==> config.mk <==
export PLATFORM = sky130hd
export DESIGN_NAME = fetch_unit
export DESIGN_NICKNAME = d
export VERILOG_FILES = /design/src/rtl/cpuy_pkg.sv /design/src/rtl/fetch_unit.sv
export SDC_FILE = /design/constraint.sdc
export NUM_CORES = 1
export LEC_CHECK = 0
export CAP_MARGIN = 15
export CORE_MARGIN = 1
export CORE_UTILIZATION = 50
export CTS_CLUSTER_SIZE = 30
export DETAILED_ROUTE_END_ITERATION = 8
export GPL_TIMING_DRIVEN = 0
export MAX_ROUTING_LAYER = met4
export PLACE_DENSITY_LB_ADDON = 0.12
export SYNTH_ARGS = -nofsm -noshare
export SYNTH_HDL_FRONTEND = slang
export SYNTH_SLANG_ARGS = --single-unit
==> constraint.sdc <==
create_clock -name clk -period 5.2 [get_ports clk]
set_input_delay 1.56 -clock clk [delete_from_list [all_inputs] [get_ports clk]]
set_output_delay 1.56 -clock clk [all_outputs]
set_load 0.05 [all_outputs]
==> src/rtl/cpuy_pkg.sv <==
// rtl/cpuy_pkg.sv - shared widths, opcode constants and fetch FSM states
package cpuy_pkg;

  localparam int ADDR_W           = 8;
  localparam int DATA_W           = 8;
  localparam int OPERAND_FLAG_BIT = 7;

  localparam logic [DATA_W-1:0] OPC_NOP  = 8'h00;
  localparam logic [ADDR_W-1:0] PC_RESET = 8'h00;

  typedef enum logic [1:0] {
    FETCH_OP,
    FETCH_ARG,
    ISSUE,
    RESOLVE
  } fetch_state_e;

endpackage

==> src/rtl/fetch_unit.sv <==
// rtl/fetch_unit.sv - instruction fetch FSM: opcode/operand reads, issue handshake, jump resolve
module fetch_unit
  import cpuy_pkg::*;
(
  input  logic              clk,
  input  logic              rst_n,
  output logic              mem_req,
  output logic [ADDR_W-1:0] mem_addr,
  input  logic              mem_ack,
  input  logic [DATA_W-1:0] mem_rdata,
  output logic [DATA_W-1:0] opcode,
  output logic [DATA_W-1:0] operand,
  output logic              instr_valid,
  input  logic              instr_ready,
  input  logic              jump_taken,
  input  logic [ADDR_W-1:0] jump_target,
  output logic [ADDR_W-1:0] pc
);

  fetch_state_e      state_q;
  logic              mem_req_q;
  logic [ADDR_W-1:0] mem_addr_q;
  logic [DATA_W-1:0] opcode_q;
  logic [DATA_W-1:0] operand_q;
  logic              instr_valid_q;
  logic [ADDR_W-1:0] pc_q;
  logic [ADDR_W-1:0] pc_inc_d;
  logic              rd_done;

  // Natural 8-bit wrap gives modulo-256 pc arithmetic.
  assign pc_inc_d = pc_q + ADDR_W'(1);
  assign rd_done  = mem_req_q & mem_ack;

  always_ff @(posedge clk) begin
    if (!rst_n) begin
      state_q       <= FETCH_OP;
      mem_req_q     <= 1'b0;
      mem_addr_q    <= PC_RESET;
      opcode_q      <= OPC_NOP;
      operand_q     <= '0;
      instr_valid_q <= 1'b0;
      pc_q          <= PC_RESET;
    end else begin
      case (state_q)
        FETCH_OP: begin
          // Only entered with mem_req low straight out of reset.
          if (!mem_req_q) begin
            mem_req_q  <= 1'b1;
            mem_addr_q <= pc_q;
          end else if (rd_done) begin
            opcode_q <= mem_rdata;
            pc_q     <= pc_inc_d;
            if (mem_rdata[OPERAND_FLAG_BIT]) begin
              mem_addr_q <= pc_inc_d;
              state_q    <= FETCH_ARG;
            end else begin
              operand_q     <= '0;
              mem_req_q     <= 1'b0;
              instr_valid_q <= 1'b1;
              state_q       <= ISSUE;
            end
          end
        end
        FETCH_ARG: begin
          if (rd_done) begin
            operand_q     <= mem_rdata;
            pc_q          <= pc_inc_d;
            mem_req_q     <= 1'b0;
            instr_valid_q <= 1'b1;
            state_q       <= ISSUE;
          end
        end
        ISSUE: begin
          if (instr_ready) begin
            instr_valid_q <= 1'b0;
            state_q       <= RESOLVE;
          end
        end
        RESOLVE: begin
          // Launch the next opcode read directly at the resolved pc.
          mem_req_q <= 1'b1;
          state_q   <= FETCH_OP;
          if (jump_taken) begin
            pc_q       <= jump_target;
            mem_addr_q <= jump_target;
          end else begin
            mem_addr_q <= pc_q;
          end
        end
        default: state_q <= FETCH_OP;
      endcase
    end
  end

  assign mem_req     = mem_req_q;
  assign mem_addr    = mem_addr_q;
  assign opcode      = opcode_q;
  assign operand     = operand_q;
  assign instr_valid = instr_valid_q;
  assign pc          = pc_q;

endmodule

==> impl_metrics.yaml <==
timing:
  min_period_ns: 3.18
  tns_ns: 0
  fin_crit_sh: 0.611
  fin_ws_ns: 2.02
  fmax_ghz: 0.315
  worst_pin_slew_ns: 0.545
  setup_viol: 0
  finClkSkew_ns: 0.00440
  rsz0062_at_grt: "false"
  drv_slew: 0
  worst_slew_margin_rel: 0.636
  hold_violations: 0
critical_path:
  worstPathRequired_ns: 3.64
  cpPeakStageDelay_ns: 0.86
  critPathMaxFanout: 8
  cp.arrival_ns: 1.62
  endpoint: "pc[1]"
  path_cells: "clkdlybuf4s50_1"
  r2r_end: "pc[0]"
  end_kind: "primary output"
  critPathLaunchType: "flop"
  setup.worst_path.class: "reg -> out"
  crit_start: "pc[1]"
  crit_slowest_cell: "clkdlybuf4s50_1"
  reg2reg_slack_ns: 3.25
  path_delay_family: "buffers and inverters"
  critical_path_depth: 1
  worstPathBufferInverterCount: 1
  r2r.worst_path.cells: 8
  rr_startpoint: "state_q[0]"
clock_network:
  path_clk_slew_ns: 0.07
  htree_levels: 2
  clockRootBuffer: "clkbuf_8"
  cts_buffers: 5
  cts_sinks: 36
  clk_latency_ns: 0.29
  cts_resized: 0
  holdBufCountCts: 0
  cts_setup_buffers: 0
  cts_buffer_depth: 2
  cts_tree: "done"
global_routing:
  grt_pass1_vias: 1909
  grt-ovfl-total: 0
  antenna_found_initial: 0
  grt_pass1_wl_mm: 8.96
  grt_use_total: 0.276
  grt_max_degree: 11
floorplan:
  die_y_um: 66.7
  start_util: 0.524
  die_x_um: 66.7
  num_rows: 23
  dieArea_mm2: 0.00445
  io_pins: 55
  core-area_mm2: 0.00400
layout:
  fin_area_mm2: 0.00278
  fin_nets: 334
  diodes: 0
  fill_cells: 338
  areaGrowthSynthToFinish_pct: 32.5
  drive_gt1_frac: 0.111
outcome:
  outcome: "complete, no violations"
placement:
  port_buffers: 54
  dp_slack_ns: 2.03
  place.gp.congestion: 0.866
  placedInstanceArea_mm2: 0.00270
  dpl.hpwl_mm: 3.81
logic_synthesis:
  async_reset_ff_frac: 0
  ys_seq_area_frac: 0.344
  synth_cell_types: 49
  post-synth-top-area-fraction: 0.344
  synth_top_flop_cell: "dfxtp_1"
  synth_edf_count: 0
  syn-num-nets: 273
  synth_cells: 246
  synth_area_per_cell_um2: 8.52
  syn_area_mm2: 0.00210
  yosysTopAreaCell: "dfxtp_1"
  yosysMostFrequentCell: "dfxtp_1"
  yosysWarnings: 0
  synth-seq-cells: 36
  yosys-top-cells-area: "dfxtp_1 34%, mux2i_1 9.1%, nor2_1 5.9%, o21ai_0 4.1%, ha_1 3.6%"
  synth_common_cells: "36 x dfxtp_1, 33 x nor2_1, 19 x mux2i_1, 17 x o21ai_0, 15 x nand2_1"
routing:
  drt-met1-wl_mm: 2.45
  wirelength_mm: 5.29
  vias: 2004
  routedWlPerCell_um: 14.8
  ant_nets: 0
  met3_length_um: 422
  first_iter_violations: 140
  routed.top_layer: "met4"
  wl_met2_mm: 2.35
  drc: 0
  first_pass_iters: 4
  vias_per_cell: 5.61
pwr:
  pwr_density_cell_mw_per_mm2: 448
  power_mw: 1.24
  vdd_drop_max_mv: 0.278
  p_leak_nw: 1.06
flow_run:
  drv_cap: 0
min_path:
  min_from: "mem_addr[1]"
  min_path_type: "reg -> reg"
## final cells by class
cell class | count | area, µm² | share of cell area
flip-flops and latches | 36 | 721 | 0.260
inverters | 8 | 30.0 | 0.0108
clock buffers | 6 | 72.6 | 0.0261
repair buffers | 54 | 541 | 0.195
multi-input cells | 184 | 1240 | 0.446
clock inverters | 1 | 5.00 | 0.00180
plain buffers | 18 | 106 | 0.0383
well taps | 50 | 62.6 | 0.0225
## metrics by stage
stage,cells,util,hold slack (ns)
2_1_floorplan,246,-,0.545
4_1_cts,357,0.694,0.489
3_5_place_dp,350,0.675,0.472
5_1_grt,357,0.694,0.508
3_3_place_gp,350,0.675,0.464
6_report,357,0.694,0.486
## worst min-delay path by stage
stage	end	slack, ns	depth (start not counted)
global placement	mem_addr[1]	0.46	2
detailed placement	mem_addr[1]	0.47	2
floorplan	state_q[0]	0.54	2
finish	mem_addr[1]	0.49	2
global route	mem_addr[1]	0.51	2
CTS	mem_addr[1]	0.49	2
## placed cells by master, fill, tap and decap left out, types with 2 or more instances in the layout
cell	count
a32o_1	2
buf_2	6
a21oi_1	13
clkbuf_8	5
nor2_1	33
inv_1	6
clkdlybuf4s50_1	54
mux2_2	3
nor3_1	4
ha_1	6
and2_1	8
clkbuf_1	7
buf_6	3
o21ai_0	17
o221a_2	2
nand2_1	15
nand3_1	4
xnor2_1	2
a221oi_1	2
a31oi_1	6
a21boi_0	2
a211oi_1	5
a32oi_1	2
nand4_1	2
o22ai_1	4
o21a_1	4
nor2b_1	2
nand2b_1	9
buf_4	2
dfxtp_1	36
and4_1	2
mux2i_1	19
## layer usage
layer / vias up / track usage
met1: 921 / 0.358
met2: 76 / 0.423
met4: 0 / 0.0957
li1: 1002 / -
met5: - / -
met3: 5 / 0.0582
## registers in the layout (all words and copies together) (netlist names)
register     flops
mem_addr         8
opcode           8
operand          8
pc               8
state_q          2
instr_valid      1
mem_req          1
## cell families after synthesis
logic type               synth area share
flip-flops                          0.344
XOR/XNOR                          0.00836
AND/OR/NAND/NOR                     0.204
multiplexers                        0.107
buffers and inverters              0.0651
adder cells (fa/ha/maj)            0.0358
AO/OA/AOI/OAI                       0.236
## worst min-delay path, delay by kind of cell, from the launching register on
kind            cells  cell delay (ns)
flops               1             0.32
simple gates        1             0.06
compound gates      1             0.06
## report_power, final
part | switching, mW | internal [mW]
Sequential | 0.0372 | 0.327
Combinational | 0.420 | 0.269
Clock | 0.0994 | 0.0911
Total | 0.557 | 0.687
(Power assumes the default switching activity.)
